## config.mk

```make
export PLATFORM = sky130hd
export DESIGN_NAME = tcdm_bank_ctrl
export DESIGN_NICKNAME = d
export VERILOG_FILES = /design/src/rtl/tcdm_bank_ctrl.sv
export SDC_FILE = /design/constraint.sdc
export NUM_CORES = 1
export LEC_CHECK = 0
export CAP_MARGIN = 20
export CORE_ASPECT_RATIO = 2
export CORE_UTILIZATION = 37
export CTS_CLUSTER_SIZE = 12
export DETAILED_ROUTE_END_ITERATION = 8
export GPL_TIMING_DRIVEN = 0
export PLACE_DENSITY = 0.81
export SLEW_MARGIN = 20
export SYNTH_ARGS = -nofsm -noshare
export SYNTH_HDL_FRONTEND = slang
export SYNTH_SLANG_ARGS = --single-unit
export TNS_END_PERCENT = 30
```

## constraint.sdc

```tcl
create_clock -name clk_i -period 4.62 [get_ports clk_i]
set_clock_uncertainty 0.2 [all_clocks]
set_input_delay 0.462 -clock clk_i [delete_from_list [all_inputs] [get_ports clk_i]]
set_output_delay 0.462 -clock clk_i [all_outputs]
set_load 0.05 [all_outputs]
```

## src/rtl/tcdm_bank_ctrl.sv

```systemverilog
// tcdm_bank_ctrl: single-bank TCDM slave in front of a 1-cycle-latency SRAM,
// with a credit-gated response FIFO so the master can backpressure reads.
package mem_pkg;
   typedef struct packed {
      logic       empty;
      logic       full;
      logic [7:0] push_pointer;
      logic [7:0] pop_pointer;
   } flags_fifo_t;
endpackage

module tcdm_bank_ctrl #(
   parameter int unsigned DATA_WIDTH     = 32,
   parameter int unsigned ADDR_WIDTH     = 32,
   parameter int unsigned MEM_ADDR_WIDTH = 10,
   parameter int unsigned RSP_DEPTH      = 2
) (
   input  logic                      clk_i,
   input  logic                      rst_i,
   input  logic                      tcdm_req_i,
   input  logic [ADDR_WIDTH-1:0]     tcdm_addr_i,
   input  logic                      tcdm_wen_i,
   input  logic [DATA_WIDTH-1:0]     tcdm_data_i,
   input  logic [DATA_WIDTH/8-1:0]   tcdm_be_i,
   output logic                      tcdm_gnt_o,
   output logic [DATA_WIDTH-1:0]     tcdm_r_data_o,
   output logic                      tcdm_r_valid_o,
   input  logic                      tcdm_r_ready_i,
   output logic                      mem_req_o,
   output logic                      mem_we_o,
   output logic [MEM_ADDR_WIDTH-1:0] mem_addr_o,
   output logic [DATA_WIDTH-1:0]     mem_wdata_o,
   output logic [DATA_WIDTH/8-1:0]   mem_be_o,
   input  logic [DATA_WIDTH-1:0]     mem_rdata_i,
   output mem_pkg::flags_fifo_t      flags_o
);
   localparam int unsigned OFS = $clog2(DATA_WIDTH / 8);
   localparam int unsigned PW  = RSP_DEPTH > 1 ? $clog2(RSP_DEPTH) : 1;
   localparam int unsigned CW  = $clog2(RSP_DEPTH + 1);

   if (DATA_WIDTH % 8 != 0 || RSP_DEPTH < 1 || RSP_DEPTH > 256) begin : g_bad_param
      $error("tcdm_bank_ctrl: illegal DATA_WIDTH or RSP_DEPTH");
   end

   logic [DATA_WIDTH-1:0] fifo [RSP_DEPTH];
   logic [PW-1:0]         push_ptr, pop_ptr;
   logic [CW-1:0]         cnt, entries;
   logic                  rd_pending, pop, rd_gnt;
   logic                  addr_unused;

   function automatic logic [PW-1:0] wrap_inc(input logic [PW-1:0] p);
      return (p == PW'(RSP_DEPTH - 1)) ? '0 : p + 1'b1;
   endfunction

   assign addr_unused    = ^tcdm_addr_i;
   assign pop            = tcdm_r_valid_o & tcdm_r_ready_i;
   // a pop frees a credit in the same cycle, so a full pipeline keeps streaming
   assign tcdm_gnt_o     = !rst_i & tcdm_req_i & (tcdm_wen_i | cnt < CW'(RSP_DEPTH) | pop);
   assign rd_gnt         = tcdm_gnt_o & !tcdm_wen_i;
   assign mem_req_o      = tcdm_gnt_o;
   assign mem_we_o       = tcdm_wen_i;
   assign mem_addr_o     = tcdm_addr_i[OFS +: MEM_ADDR_WIDTH];
   assign mem_wdata_o    = tcdm_data_i;
   assign mem_be_o       = tcdm_be_i;
   assign tcdm_r_valid_o = entries != '0;
   assign tcdm_r_data_o  = fifo[pop_ptr];

   always_comb begin
      flags_o.empty        = entries == '0;
      flags_o.full         = entries == CW'(RSP_DEPTH);
      flags_o.push_pointer = 8'(push_ptr);
      flags_o.pop_pointer  = 8'(pop_ptr);
   end

   always_ff @(posedge clk_i) begin
      if (rst_i) begin
         cnt        <= '0;
         entries    <= '0;
         rd_pending <= 1'b0;
         push_ptr   <= '0;
         pop_ptr    <= '0;
      end else begin
         rd_pending <= rd_gnt;
         cnt        <= cnt + CW'(rd_gnt) - CW'(pop);
         entries    <= entries + CW'(rd_pending) - CW'(pop);
         if (rd_pending) push_ptr <= wrap_inc(push_ptr);
         if (pop) pop_ptr <= wrap_inc(pop_ptr);
      end
   end

   always_ff @(posedge clk_i) begin
      if (!rst_i && rd_pending) fifo[push_ptr] <= mem_rdata_i;
   end

   credit_bound: assert property (@(posedge clk_i) disable iff (rst_i) cnt <= CW'(RSP_DEPTH));
   no_overflow:  assert property (@(posedge clk_i) disable iff (rst_i)
                                 rd_pending |-> (entries < CW'(RSP_DEPTH) || pop));
endmodule
```

==> summary by stage <==
Status
The run finished with clean final reports.

Worst setup path
The critical path class is in -> out. STA puts the critical path data required time at 3.96 ns. Along the worst path, the maximum fanout reaches 4.

The capture point of the worst reg-to-reg path is cnt[1]. The critical path data arrival time is between 2 and 2.5 ns. The worst setup path is launched from an input port. The startpoint of the worst register-to-register path is entries[1]. Counting cells, the worst reg-to-reg path comes to 7. For flop-to-flop paths, the worst setup slack is 2.79 ns. The kind of end point of the critical path is an output port.

Clock network
The clock root buffer is clkbuf_16. The worst-case clock buffer depth is 2. The number of gates resized after CTS was 0. The clock latency at the later pin of the worst-skew pair is 0.32 ns. The tree built by TritonCTS fans out to 72 sinks. The clock-pin slew on the worst setup and hold paths is 0.05 ns. Buffers inserted to repair hold after CTS numbered 0. Buffers inserted during clock tree synthesis total 9.

The clock tree synthesis step divided the H-tree into 3 levels. The TritonCTS clock tree is done. Buffers added to address setup during post-CTS repair amount to 0.

Synthesis
The synthesized netlist cell count is 205. The yosys synthesis warning count is 0. Averaged over all synthesized cells, the footprint is about 16 um2. The post-synthesis sequential element count is roughly 70. After synthesis, the netlist uses 22 different library cells. The register area share after synthesis is around two thirds. After synthesis the cells add up to 3220 um2. Yosys attributes the largest share of cell area to edfxtp_1 (60%), buf_4 (15%), mux2_1 (12%), dfxtp_1 (5.0%), ha_1 (1.6%). edfxtp_1 takes more of the synthesized area than any other cell. The area fraction of the dominant cell type after synthesis is approximately 60%.

Pwr
Power spread over the standard cell area amounts to around 450 nW/um2. VDD sags by at most 0.268 mV. The analysis attributes to cell leakage a power of 1.94 nW. The post-route total power is roughly 2.2 mW.

Run
The tool flagged a number of max-cap violations equal to 0.

Global route
The pin count of the biggest net entering global routing is 12. Across every metal layer, demand over resource in global routing totals 14.1%. The number of antenna violations at the first check in global routing was 0. The wire length of the first global-routing pass is roughly 9000 um.

For this run the aggregate overflow at the end of global routing stands at 0. The number of global-route vias before repair is between 1,500 and 2,000.

Floorplanning
205 I/O pins were placed. Row generation in the floorplan step produced 47 rows. The core footprint is ~8400 um2. The overall die width is between 60 and 70 um.

For this configuration, the core starts out at a cell density of between 30% and 40%. The total die area is 9090 um2. The die is about 130 um tall.

Place
The HPWL after detailed placement is ~4700 um. Timing analysis after detailed placement gives a worst setup slack of about 1.8 ns. The global placer's final weighted congestion is around 0.7.

Summing all placed instances gives a cell area of about 4700 um2. Buffers placed on the I/O ports in this run total about 120. The placed instance count is 445.

Timing
The final count of pins violating max slew is 0. The highest achievable clock rate is about 0.35 GHz. The time the final worst path needs with I/O delays and setup is roughly 2.8 ns.

The post-route setup TNS is 0 ns. Setup repair after global routing left no endpoint under its margin. The worst-case hold slack is roughly 0.25 ns. The number of hold violations in the final report came to 0. Setup violations remaining at the end of the flow were counted as 0.

The worst path meets setup with 1.77 ns of slack. At the pin with the least slew margin, the transition time is around 0.54 ns. The headroom to the max-slew limit is 64.0%. Of the available clock period, the critical path in the final layout requires between 60% and 70%.

Routing
The average via count per standard cell is ~4.3. The DRC violation count after routing is 0. In this run the remaining antenna-violating nets after routing total 0. The first TritonRoute pass finished after 4 iterations. The via count of the routed design is 2,000. The initial detailed-routing violation count is between 60 and 70. The total detailed-routing wirelength is a little over 6000 um. The final routed wire length divided by cell count is 13.2 um.

Min path
The type of the worst min-delay path is in -> reg. The origin of the worst min-delay path is rst_i. The worst hold path passes through 2 cells. The end point of the most critical hold path is entries[1].

Layout
The area growth from synthesis to layout is 53.4%. The end-of-flow core utilization is about three fifths. The finished cells cover ~4900 um2. The ratio of cells with drive above 1 in the final layout is approximately 26%. The post-layout net count is 467. The library cell used most frequently in the layout, excluding fill and tap cells, is clkdlybuf4s50_1. The top cell types in the final layout, fill and taps aside, are clkdlybuf4s50_1 (121), buf_4 (72), edfxtp_1 (64), mux2_1 (34), conb_1 (14). Excluding fillers, the count of instances in the completed layout stands at approximately 460. The repair_antennas step left the layout with diodes totalling 0.
cell usage after synthesis:
library cell / number
xnor2_1: 1
buf_4: 64
mux2_1: 34
buf_2: 2
edfxtp_1: 64
buf_6: 3
inv_1: 5
nor2_1: 4
conb_1: 1
nor3b_1: 1
a31oi_1: 1
xnor3_1: 2
nand2b_1: 1
dfxtp_1: 8
inv_2: 1
o21ai_2: 1
or2_1: 1
a211o_1: 1
ha_1: 4
nor3_1: 1
a211oi_1: 1
nor2b_1: 4
flip-flops by register name, summed over array words and instances (netlist names), named ones only:
register / cells
rd_pending: 1
push_ptr: 1
pop_ptr: 1
entries: 2
fifo: 64
cnt: 2
cell type report:
class	instances	area [um2]
fill	700	3420
sequential	72	2080
timing repair buffer	129	1270
multi-input combinational	71	646
buffer	69	524
clock buffer	14	254
tap	98	123
inverter	6	22.5
clock inverter	2	10.0
per-layer routing:
layer | GRT usage [%] | routed length (um) | vias to the layer above | part of all wire, %
li1 | - | - | 956 | -
met1 | 13.6 | 2090 | 913 | 34
met2 | 24.5 | 3330 | 124 | 55
met3 | 5.10 | 561 | 7 | 9.2
met4 | 7.64 | 115 | 0 | 1.9
met5 | 0 | 0 | - | 0
power breakdown:
| part | internal [mW] | total, mW | switching, mW |
|---|---|---|---|
| logic | 0.337 | 0.867 | 0.530 |
| registers | 0.739 | 0.753 | 0.0135 |
| clock network | 0.376 | 0.603 | 0.227 |
worst max-delay path by stage:
| stage | slack, ns | endpoint | from |
|---|---|---|---|
| 2_1_floorplan | 0.93 | fifo[1][0] | rst_i |
| 3_3_place_gp | -0.25 | fifo[1][30] | rst_i |
| 3_5_place_dp | 1.75 | tcdm_gnt_o | tcdm_r_ready_i |
| 4_1_cts | 1.75 | tcdm_gnt_o | tcdm_r_ready_i |
| 5_1_grt | 1.65 | tcdm_gnt_o | tcdm_wen_i |
| 6_report | 1.77 | tcdm_gnt_o | tcdm_r_ready_i |
critical path, cell delays in order:
cell	delay, ns
clkdlybuf4s50_1	0.47
o21ai_2	0.09
a31oi_1	0.24
buf_4	0.14
clkdlybuf4s50_1	0.78
cell families after synthesis:
| logic type | Yosys count | share of synthesized area (%) |
|---|---|---|
| flops | 72 | 64.7 |
| xor+xnor | 3 | 1.67 |
| simple gates | 12 | 2.02 |
| compound gates | 4 | 0.973 |
| buf+inv | 75 | 17.0 |
| mux | 34 | 11.9 |
| fa+ha+maj | 4 | 1.56 |
| other cells | 1 | 0.117 |
(Power assumes the default switching activity.)
